$ cat config.mk
export PLATFORM = sky130hd
export DESIGN_NAME = operand_fetch_flat
export DESIGN_NICKNAME = d
export VERILOG_FILES = /design/src/rtl/operand_fetch_pkg.sv /design/src/rtl/operand_fetch_if.sv /design/src/rtl/operand_fetch_fwd_mux.sv /design/src/rtl/operand_fetch.sv /design/src/flat_wrapper.sv
export SDC_FILE = /design/constraint.sdc
export NUM_CORES = 1
export LEC_CHECK = 0
export ABC_AREA = 1
export CORE_ASPECT_RATIO = 1.2
export CORE_UTILIZATION = 40
export CTS_CLUSTER_DIAMETER = 100
export CTS_CLUSTER_SIZE = 14
export DETAILED_ROUTE_END_ITERATION = 8
export DONT_BUFFER_PORTS = 1
export PLACE_DENSITY_LB_ADDON = 0.08
export SKIP_LAST_GASP = 1
export SLEW_MARGIN = 20
export SYNTH_ARGS = -nofsm -noshare
export SYNTH_HDL_FRONTEND = slang
export SYNTH_SLANG_ARGS = --single-unit
$ cat constraint.sdc
create_clock -name clk_50MHz -period 6.6 [get_ports clk_50MHz]
set_input_delay 1.65 -clock clk_50MHz [delete_from_list [all_inputs] [get_ports clk_50MHz]]
set_output_delay 1.65 -clock clk_50MHz [all_outputs]
set_load 0.02 [all_outputs]
$ cat src/rtl/operand_fetch_pkg.sv
// cpu_defs: register-class encoding and datapath widths shared by the operand fetch stage and the register file
package cpu_defs;
  localparam int DATA_W = 16;
  localparam int ADDR_W = 3;
  localparam logic [DATA_W-1:0] ZERO = '0;
  typedef enum logic [2:0] {
    CLS_NOP = 3'd0,
    CLS_REG = 3'd1,
    CLS_T   = 3'd2,
    CLS_SP  = 3'd3,
    CLS_IH  = 3'd4,
    CLS_RA  = 3'd5
  } reg_class_e;
endpackage

$ cat src/rtl/operand_fetch_if.sv
// operand_fetch_if: decode-stage request and ID/EX latch bundle of the operand fetch stage
interface operand_fetch_if #(
  parameter int DATA_W = cpu_defs::DATA_W,
  parameter int ADDR_W = cpu_defs::ADDR_W
);
  logic              id_valid;
  logic [2:0]        id_src_a_op, id_src_b_op, id_dst_op;
  logic [ADDR_W-1:0] id_src_a_addr, id_src_b_addr, id_dst_addr;
  logic              id_is_load;
  logic              flush;
  logic              stall;
  logic              ex_valid;
  logic [DATA_W-1:0] ex_op_a, ex_op_b;
  logic [2:0]        ex_dst_op;
  logic [ADDR_W-1:0] ex_dst_addr;
  logic              ex_is_load;
  modport master (
    output id_valid, id_src_a_op, id_src_b_op, id_dst_op, id_src_a_addr, id_src_b_addr,
           id_dst_addr, id_is_load, flush,
    input  stall, ex_valid, ex_op_a, ex_op_b, ex_dst_op, ex_dst_addr, ex_is_load
  );
  modport slave (
    input  id_valid, id_src_a_op, id_src_b_op, id_dst_op, id_src_a_addr, id_src_b_addr,
           id_dst_addr, id_is_load, flush,
    output stall, ex_valid, ex_op_a, ex_op_b, ex_dst_op, ex_dst_addr, ex_is_load
  );
endinterface

$ cat src/rtl/operand_fetch_fwd_mux.sv
// fwd_mux: producer match and EXE > MEM > WB > register-file select for one source operand
module fwd_mux #(
  parameter int DATA_W = cpu_defs::DATA_W,
  parameter int ADDR_W = cpu_defs::ADDR_W
) (
  input  logic [2:0]        src_op,
  input  logic [ADDR_W-1:0] src_addr,
  input  logic [DATA_W-1:0] rf_reg,
  input  logic [DATA_W-1:0] rf_t,
  input  logic [DATA_W-1:0] rf_sp,
  input  logic [DATA_W-1:0] rf_ih,
  input  logic [DATA_W-1:0] rf_ra,
  input  logic              ex_valid,
  input  logic              ex_is_load,
  input  logic [2:0]        ex_op,
  input  logic [ADDR_W-1:0] ex_addr,
  input  logic [DATA_W-1:0] exe_res,
  input  logic [2:0]        mem_op,
  input  logic [ADDR_W-1:0] mem_addr,
  input  logic [DATA_W-1:0] mem_data,
  input  logic              mem_rdy,
  input  logic [2:0]        wb_op,
  input  logic [ADDR_W-1:0] wb_addr,
  input  logic [DATA_W-1:0] wb_data,
  output logic [DATA_W-1:0] val,
  output logic              hazard
);
  import cpu_defs::*;
  logic ex_hit, mem_hit, wb_hit;
  logic [DATA_W-1:0] rf_val;
  function automatic logic hit(input logic [2:0] s_op, input logic [ADDR_W-1:0] s_addr,
                               input logic [2:0] p_op, input logic [ADDR_W-1:0] p_addr);
    return s_op == p_op && s_op != CLS_NOP && (s_op != CLS_REG || s_addr == p_addr);
  endfunction
  assign ex_hit  = ex_valid && hit(src_op, src_addr, ex_op, ex_addr);
  assign mem_hit = hit(src_op, src_addr, mem_op, mem_addr);
  assign wb_hit  = hit(src_op, src_addr, wb_op, wb_addr);
  assign rf_val  = src_op == CLS_REG ? rf_reg :
                   src_op == CLS_T   ? rf_t   :
                   src_op == CLS_SP  ? rf_sp  :
                   src_op == CLS_IH  ? rf_ih  :
                   src_op == CLS_RA  ? rf_ra  : ZERO;
  // a load in EXE has no result yet; its match only raises the hazard
  assign val     = ex_hit && !ex_is_load ? exe_res  :
                   mem_hit               ? mem_data :
                   wb_hit                ? wb_data  : rf_val;
  assign hazard  = (ex_hit && ex_is_load) || (mem_hit && !mem_rdy);
endmodule

$ cat src/rtl/operand_fetch.sv
// operand_fetch: forwards operands into the ID/EX latch, stalling on load-use and pending MEM results
module operand_fetch #(
  parameter int DATA_W = cpu_defs::DATA_W,
  parameter int ADDR_W = cpu_defs::ADDR_W
) (
  input  logic              clk_50MHz,
  input  logic              rst,
  operand_fetch_if.slave    bus,
  output logic [ADDR_W-1:0] A_addr,
  output logic [ADDR_W-1:0] B_addr,
  input  logic [DATA_W-1:0] rf_A,
  input  logic [DATA_W-1:0] rf_B,
  input  logic [DATA_W-1:0] rf_T,
  input  logic [DATA_W-1:0] rf_SP,
  input  logic [DATA_W-1:0] rf_IH,
  input  logic [DATA_W-1:0] rf_RA,
  input  logic [DATA_W-1:0] exe_res,
  input  logic [2:0]        mem_op,
  input  logic [ADDR_W-1:0] mem_addr,
  input  logic [DATA_W-1:0] mem_data,
  input  logic              mem_rdy,
  input  logic [2:0]        wb_op,
  input  logic [ADDR_W-1:0] wb_addr,
  input  logic [DATA_W-1:0] wb_data,
  output logic [15:0]       stall_cnt
);
  import cpu_defs::*;
  logic haz_a, haz_b, hazard, bubble;
  logic [DATA_W-1:0] op_a, op_b;
  fwd_mux #(.DATA_W(DATA_W), .ADDR_W(ADDR_W)) u_fwd_a (
    .src_op(bus.id_src_a_op), .src_addr(bus.id_src_a_addr), .rf_reg(rf_A),
    .rf_t(rf_T), .rf_sp(rf_SP), .rf_ih(rf_IH), .rf_ra(rf_RA),
    .ex_valid(bus.ex_valid), .ex_is_load(bus.ex_is_load), .ex_op(bus.ex_dst_op),
    .ex_addr(bus.ex_dst_addr), .exe_res(exe_res),
    .mem_op(mem_op), .mem_addr(mem_addr), .mem_data(mem_data), .mem_rdy(mem_rdy),
    .wb_op(wb_op), .wb_addr(wb_addr), .wb_data(wb_data),
    .val(op_a), .hazard(haz_a)
  );
  fwd_mux #(.DATA_W(DATA_W), .ADDR_W(ADDR_W)) u_fwd_b (
    .src_op(bus.id_src_b_op), .src_addr(bus.id_src_b_addr), .rf_reg(rf_B),
    .rf_t(rf_T), .rf_sp(rf_SP), .rf_ih(rf_IH), .rf_ra(rf_RA),
    .ex_valid(bus.ex_valid), .ex_is_load(bus.ex_is_load), .ex_op(bus.ex_dst_op),
    .ex_addr(bus.ex_dst_addr), .exe_res(exe_res),
    .mem_op(mem_op), .mem_addr(mem_addr), .mem_data(mem_data), .mem_rdy(mem_rdy),
    .wb_op(wb_op), .wb_addr(wb_addr), .wb_data(wb_data),
    .val(op_b), .hazard(haz_b)
  );
  assign A_addr    = bus.id_src_a_addr;
  assign B_addr    = bus.id_src_b_addr;
  assign hazard    = bus.id_valid && (haz_a || haz_b);
  assign bus.stall = hazard && !bus.flush;
  assign bubble    = bus.flush || hazard || !bus.id_valid;
  always_ff @(posedge clk_50MHz or negedge rst)
    if (!rst) begin
      bus.ex_valid    <= 1'b0;
      bus.ex_op_a     <= '0;
      bus.ex_op_b     <= '0;
      bus.ex_dst_op   <= CLS_NOP;
      bus.ex_dst_addr <= '0;
      bus.ex_is_load  <= 1'b0;
      stall_cnt       <= '0;
    end else begin
      stall_cnt       <= stall_cnt + 16'(bus.stall);
      bus.ex_valid    <= !bubble;
      bus.ex_op_a     <= bubble ? '0 : op_a;
      bus.ex_op_b     <= bubble ? '0 : op_b;
      bus.ex_dst_op   <= bubble ? CLS_NOP : bus.id_dst_op;
      bus.ex_dst_addr <= bubble ? '0 : bus.id_dst_addr;
      bus.ex_is_load  <= !bubble && bus.id_is_load;
    end
endmodule

$ cat src/flat_wrapper.sv
// flat-port wrapper written by rule: the top's interface ports become plain ports
module operand_fetch_flat import cpu_defs::*;
#(
  parameter int DATA_W = cpu_defs::DATA_W,
  parameter int ADDR_W = cpu_defs::ADDR_W
)
  (clk_50MHz, rst, A_addr, B_addr, rf_A, rf_B, rf_T, rf_SP, rf_IH, rf_RA, exe_res, mem_op, mem_addr, mem_data, mem_rdy, wb_op, wb_addr, wb_data, stall_cnt, bus_id_valid, bus_id_src_a_op, bus_id_src_b_op, bus_id_dst_op, bus_id_src_a_addr, bus_id_src_b_addr, bus_id_dst_addr, bus_id_is_load, bus_flush, bus_stall, bus_ex_valid, bus_ex_op_a, bus_ex_op_b, bus_ex_dst_op, bus_ex_dst_addr, bus_ex_is_load);
  operand_fetch_if #(.DATA_W(DATA_W), .ADDR_W(ADDR_W)) bus_i ();
  input  logic clk_50MHz;
  input  logic rst;
  output logic [ADDR_W-1:0] A_addr;
  output logic [ADDR_W-1:0] B_addr;
  input  logic [DATA_W-1:0] rf_A;
  input  logic [DATA_W-1:0] rf_B;
  input  logic [DATA_W-1:0] rf_T;
  input  logic [DATA_W-1:0] rf_SP;
  input  logic [DATA_W-1:0] rf_IH;
  input  logic [DATA_W-1:0] rf_RA;
  input  logic [DATA_W-1:0] exe_res;
  input  logic [2:0] mem_op;
  input  logic [ADDR_W-1:0] mem_addr;
  input  logic [DATA_W-1:0] mem_data;
  input  logic mem_rdy;
  input  logic [2:0] wb_op;
  input  logic [ADDR_W-1:0] wb_addr;
  input  logic [DATA_W-1:0] wb_data;
  output logic [15:0] stall_cnt;
  input wire logic [$bits(bus_i.id_valid)-1:0] bus_id_valid;
  input wire logic [$bits(bus_i.id_src_a_op)-1:0] bus_id_src_a_op;
  input wire logic [$bits(bus_i.id_src_b_op)-1:0] bus_id_src_b_op;
  input wire logic [$bits(bus_i.id_dst_op)-1:0] bus_id_dst_op;
  input wire logic [$bits(bus_i.id_src_a_addr)-1:0] bus_id_src_a_addr;
  input wire logic [$bits(bus_i.id_src_b_addr)-1:0] bus_id_src_b_addr;
  input wire logic [$bits(bus_i.id_dst_addr)-1:0] bus_id_dst_addr;
  input wire logic [$bits(bus_i.id_is_load)-1:0] bus_id_is_load;
  input wire logic [$bits(bus_i.flush)-1:0] bus_flush;
  output wire logic [$bits(bus_i.stall)-1:0] bus_stall;
  output wire logic [$bits(bus_i.ex_valid)-1:0] bus_ex_valid;
  output wire logic [$bits(bus_i.ex_op_a)-1:0] bus_ex_op_a;
  output wire logic [$bits(bus_i.ex_op_b)-1:0] bus_ex_op_b;
  output wire logic [$bits(bus_i.ex_dst_op)-1:0] bus_ex_dst_op;
  output wire logic [$bits(bus_i.ex_dst_addr)-1:0] bus_ex_dst_addr;
  output wire logic [$bits(bus_i.ex_is_load)-1:0] bus_ex_is_load;
  assign bus_i.id_valid = bus_id_valid;
  assign bus_i.id_src_a_op = bus_id_src_a_op;
  assign bus_i.id_src_b_op = bus_id_src_b_op;
  assign bus_i.id_dst_op = bus_id_dst_op;
  assign bus_i.id_src_a_addr = bus_id_src_a_addr;
  assign bus_i.id_src_b_addr = bus_id_src_b_addr;
  assign bus_i.id_dst_addr = bus_id_dst_addr;
  assign bus_i.id_is_load = bus_id_is_load;
  assign bus_i.flush = bus_flush;
  assign bus_stall = bus_i.stall;
  assign bus_ex_valid = bus_i.ex_valid;
  assign bus_ex_op_a = bus_i.ex_op_a;
  assign bus_ex_op_b = bus_i.ex_op_b;
  assign bus_ex_dst_op = bus_i.ex_dst_op;
  assign bus_ex_dst_addr = bus_i.ex_dst_addr;
  assign bus_ex_is_load = bus_i.ex_is_load;
  operand_fetch #(.DATA_W(DATA_W), .ADDR_W(ADDR_W)) u_core (.clk_50MHz(clk_50MHz), .rst(rst), .bus(bus_i), .A_addr(A_addr), .B_addr(B_addr), .rf_A(rf_A), .rf_B(rf_B), .rf_T(rf_T), .rf_SP(rf_SP), .rf_IH(rf_IH), .rf_RA(rf_RA), .exe_res(exe_res), .mem_op(mem_op), .mem_addr(mem_addr), .mem_data(mem_data), .mem_rdy(mem_rdy), .wb_op(wb_op), .wb_addr(wb_addr), .wb_data(wb_data), .stall_cnt(stall_cnt));
endmodule
==> After elaboration in Yosys (flattened, before gate mapping) <==
Cells that the tools add are included.
{ "totals": {"inputBits": 180, "latch_bits": 0, "elab_cells": 93, "ram_bits": 0, "out_inout_bits": 63, "ff_bits": 56, "memories": 0, "romBits": 0} }
{ "op_classes": {"n_bitwise": 0, "div": 0, "eq_ne": 24, "n_shift": 0, "n_mux": 20, "reduce_logical": 41, "n_addsub": 1, "magnitude_cmp": 0, "multipliers": 0} }
{ "op_table": {"columns": ["op", "n"], "rows": [
  ["$mux 16", 18],
  ["$eq 3x3->1", 12],
  ["$logic_and 1x1->1", 23],
  ["$add 16x1->16", 1],
  ["$eq 3x2->1 const B", 4],
  ["$eq 3x3->1 const B", 4],
  ["$logic_or 1x1->1", 11],
  ["$eq 3x1->1 const B", 2],
  ["$mux 3", 2],
  ["$ne 3x1->1 const B", 2],
  ["$reduce_bool 3->1", 2],
  ["$logic_not 1->1", 5]
]} }

==> Logic depth before layout (Yosys ltp) <==
{ "logic_depth": {"word_depth": 12, "mapped_depth": 22, "mapped_depth_nobuf": 21} }

==> Hierarchy <==
Synthesis repeated with hierarchy kept, for this count alone.
{ "unflattened": {"hier_cells": 1018, "hier_area_um2": 5849.4} }
{ "modules_own_cells": {"columns": ["module", "seq_area_each_um2", "instances", "area_each_um2", "cells_each"], "rows": [
  ["fwd_mux", 0.0, 2, 1821.7, 397],
  ["operand_fetch", 1401.3, 1, 2205.9, 224]
]} }

==> Least setup slack after synthesis <==
No wires, ideal clock.
{ "synth_timing": {"kind": "input to output", "from": "in bus_id_src_b_op[1]", "to": "out bus_stall", "required_ns": 4.950, "cell_stages": 13, "path_slack_ns": 1.926, "arrival_ns": 3.024, "path_buffers": 2, "cell_sequence": "buf_4 inv_4 buf_6 nand2_1 nand2_1 nand3_1 nor2_4 nand2_4 nand2_4 nand2_4 nand2_1 nand2_1 nor2_1"} }
{ "synth_between": {"elab_chain_cells": 9, "word_cells_on_any_way": 17, "cone_classes": "eq/ne: 3; reduce/logical: 14"} }
{ "synth_rtl": {"columns": ["element", "line", "source"], "rows": [
  ["start: declaration", "flat_wrapper.sv:30", "input wire logic [$bits(bus_i.id_src_b_op)-1:0] bus_id_src_b_op;"],
  ["$eq 3x3->1 (tied with other cells)", "operand_fetch_fwd_mux.sv:33", "return s_op == p_op && s_op != CLS_NOP && (s_op != CLS_REG || s_addr == p_addr);"],
  ["$logic_and 1x1->1 or $logic_or 1x1->1 (tied branches)", "operand_fetch_fwd_mux.sv:33", null],
  ["$logic_and 1x1->1", "operand_fetch_fwd_mux.sv:33", null],
  ["$logic_and 1x1->1", "operand_fetch_fwd_mux.sv:35", "assign ex_hit = ex_valid && hit(src_op, src_addr, ex_op, ex_addr);"],
  ["$logic_and 1x1->1", "operand_fetch_fwd_mux.sv:47", "assign hazard = (ex_hit && ex_is_load) || (mem_hit && !mem_rdy);"],
  ["$logic_or 1x1->1 (*)", "operand_fetch_fwd_mux.sv:47", null],
  ["$logic_or 1x1->1 (*)", "operand_fetch.sv:50", "assign hazard = bus.id_valid && (haz_a || haz_b);"],
  ["$logic_and 1x1->1 (*)", "operand_fetch.sv:50", null],
  ["$logic_and 1x1->1 (*)", "operand_fetch.sv:51", "assign bus.stall = hazard && !bus.flush;"],
  ["end: declaration", "flat_wrapper.sv:37", "output wire logic [$bits(bus_i.stall)-1:0] bus_stall;"]
]} }
Mark *: on every way between the ends. The rest lies on a longest branch, timed or not.

==> Worst setup path after layout <==
{ "layout_timing": {"from": "in bus_id_src_b_op[2]", "to": "out bus_stall"} }
Same word-level chain as after synthesis.

==> results_dict.tcl <==
set metrics [dict create \
    fin_setup_tns_ns 0 \
    critPathRequiredTime_ns 4.95 \
    numPortBuffers 0 \
    core_region_area_um2 14500 \
    maxSlewHeadroom_pct 44.9 \
    peakVddDrop_uv 112 \
    fill_cells 1671 \
    yosysSeqAreaShare_pct 23.3 \
    fp.dieArea_um2 15500 \
    rsz0062_at_grt "false" \
    num_rows 48 \
    n_antenna_cell 0 \
    overflow 0 \
    synthTopCellsByArea "dfrtp_1, nand2_1, nand3_1" \
    cts_max_level 2 \
    initial_utilization_pct 41.3 \
    die_y_um 136 \
    slew_viol_final 0 \
    status "finished clean" \
    cp-start-kind "input pin" \
    via_per_inst 5.22 \
    max_stage_delay_ns 0.46 \
    syn_nets 1197 \
    wl_per_cell_um 17.4 \
    ys.warnings.count 0 \
    period_needed_ns 5.58 \
    grt_pass1_vias 5872 \
    skew_ns 0.00715 \
    drc 0 \
    grt_pass1_wl_um 31300 \
    worstSetupEndpointType "output port" \
    clockBufferDepth 2 \
    synthCells 1015 \
    worstMarginPinSlew_ns 0.824 \
    powerDensity_nw_per_um2 155 \
    post_cts.repair.setup_buffers 0 \
    layout-drive-gt1-share_pct 6.76 \
    synth_common_cells "nand2_1, inv_1, nand3_1" \
    yosys_most_used_dff "dfrtp_1" \
    crit_arrival_ns 3.93 \
    gp_congestion 0.880 \
    syn_avg_cell_area_um2 5.92 \
    numCtsBuffers 5 \
    antenna_found_initial 0 \
    clk_pin_slew_ns 0.07 \
    power.leakage_nw 3.39 \
    cts_tree "yes" \
    min_path_type "reg2reg" \
    crit_path_top_delay_cell "nand2_1" \
    finalWirelength_um 20200 \
    synth-seq-cells 56 \
    ctsResizeCount 0 \
    root_buffer "clkbuf_16" \
    finalHoldViolCount 0 \
    io_pins 243 \
    ctsHoldBuffers 0 \
    clkSinkCount 56 \
    synth.distinct_cells 36 \
    fmax_mhz 179 \
    worstSetupPathType "in2out" \
    async_flop_share_pct 100 \
    path_cells "inv_2 > nand3_4 > clkinv_1 > nand2_1 > nand2_4 > nand2_4 > nand2_4 > nand2_1 > nand2_1 > nor2_1" \
    cap_violations 0 \
    post-synth-top-count-cell "nand2_1" \
    firstDrtPassIters 5 \
    crit_fanout 34 \
    die_w_um 114 \
    yosysTopAreaCell "dfrtp_1" \
    grt_max_degree 57 \
    p_total_w 0.000939 \
    yosysTopAreaCellShare_pct 23.3 \
    ant_nets 0 \
    detail_route.iter0.violations 358 \
    fin_crit_sh_pct 84.6 \
    synth_enable_flop_cells 0 \
    grtUsageTotal_pct 26.0 \
    syn_to_final_growth_pct 0.729 \
    setup_violations 0 \
    clk_latency_ns 0.30 \
    fin_nets 1143 \
    syn_area_um2 6010 \
    vias 6062 \
    hpwl_um 16400 \
]
-- final cells by class --
class	count	area (um^2)	area share, %
inverters	159	602	9.94
clock inverters	3	22.5	0.372
well taps	200	250	4.13
flip-flops and latches	56	1400	23.1
multi-input cells	739	3650	60.3
clock buffers	5	125	2.07
-- critical path: cells and delay by family --
family,cells,cell delay [ns]
simple gates,8,1.87
buf+inv,2,0.41
-- worst paths after layout --
path	start	end	slack, ns	cells after the start
max	bus_id_src_b_op[2]	bus_stall	1.02	10
min in group asynchronous	rst	u_core.bus.ex_dst_op[0]$_DFF_PN0_	1.04	0
min reg2reg	u_core.stall_cnt[15]$_DFF_PN0_	u_core.stall_cnt[15]$_DFF_PN0_	0.61	1
min	u_core.stall_cnt[15]$_DFF_PN0_	u_core.stall_cnt[15]$_DFF_PN0_	0.61	1
max in group asynchronous	rst	u_core.bus.ex_op_b[10]$_DFF_PN0_	5.45	0
max reg2reg	u_core.bus.ex_dst_op[1]$_DFF_PN0_	u_core.stall_cnt[12]$_DFF_PN0_	2.50	21
-- state kept, by name (all words and copies together) (netlist names) --
| signal | count |
|---|---|
| u_core.stall_cnt | 16 |
| u_core.bus.ex_dst_addr | 3 |
| u_core.bus.ex_op_b | 16 |
| u_core.bus.ex_is_load | 1 |
| u_core.bus.ex_dst_op | 3 |
| u_core.bus.ex_op_a | 16 |
| u_core.bus.ex_valid | 1 |
-- logic make-up after synthesis --
family | Yosys count | share of synthesized area, %
xor gates and xnor gates | 30 | 4.37
adders and majority gates | 2 | 0.416
AOI/OAI and AO/OA | 25 | 2.17
DFF | 56 | 23.3
buffers and inverters | 220 | 15.9
and+or+nand+nor | 682 | 53.8
-- power by group --
| group | internal, W | switching, W |
|---|---|---|
| clock | 0.000142 | 0.000124 |
| sequential | 0.000366 | 0.0000473 |
| combinational | 0.0000862 | 0.000173 |
| total | 0.000594 | 0.000345 |
-- per-stage QoR --
step / instances / hold WS, ns / area, um^2 / worst slack [ns] / utilization, %
floorplan: 1015 / 0.582 / 6010 / 1.93 / -
global placement: 1154 / 0.597 / 5910 / 0.920 / 40.6
detailed placement: 1154 / 0.604 / 5910 / 0.843 / 40.6
CTS: 1162 / 0.613 / 6050 / 1.04 / 41.6
global route: 1162 / 0.647 / 6050 / 0.745 / 41.6
finish: 1162 / 0.605 / 6050 / 1.02 / 41.6
-- metal layers --
layer	GRT usage, %	wire (um)
met1	30.3	8170
met2	46.2	9880
met3	6.91	1670
met4	8.08	456
met5	0	0
-- placed cells by master (no fill, tap or decap), types with 8 or more instances in the layout --
cell and count:
or2_2 12, nor2_1 126, xor2_1 9, nor2_2 13, nand4_1 81, nor3_1 9
xnor2_1 21, inv_2 8, or2_0 15, dfrtp_1 56, o21ai_0 17, nand2_1 255
nand3_1 148, inv_1 148
(Power assumes the default switching activity.)
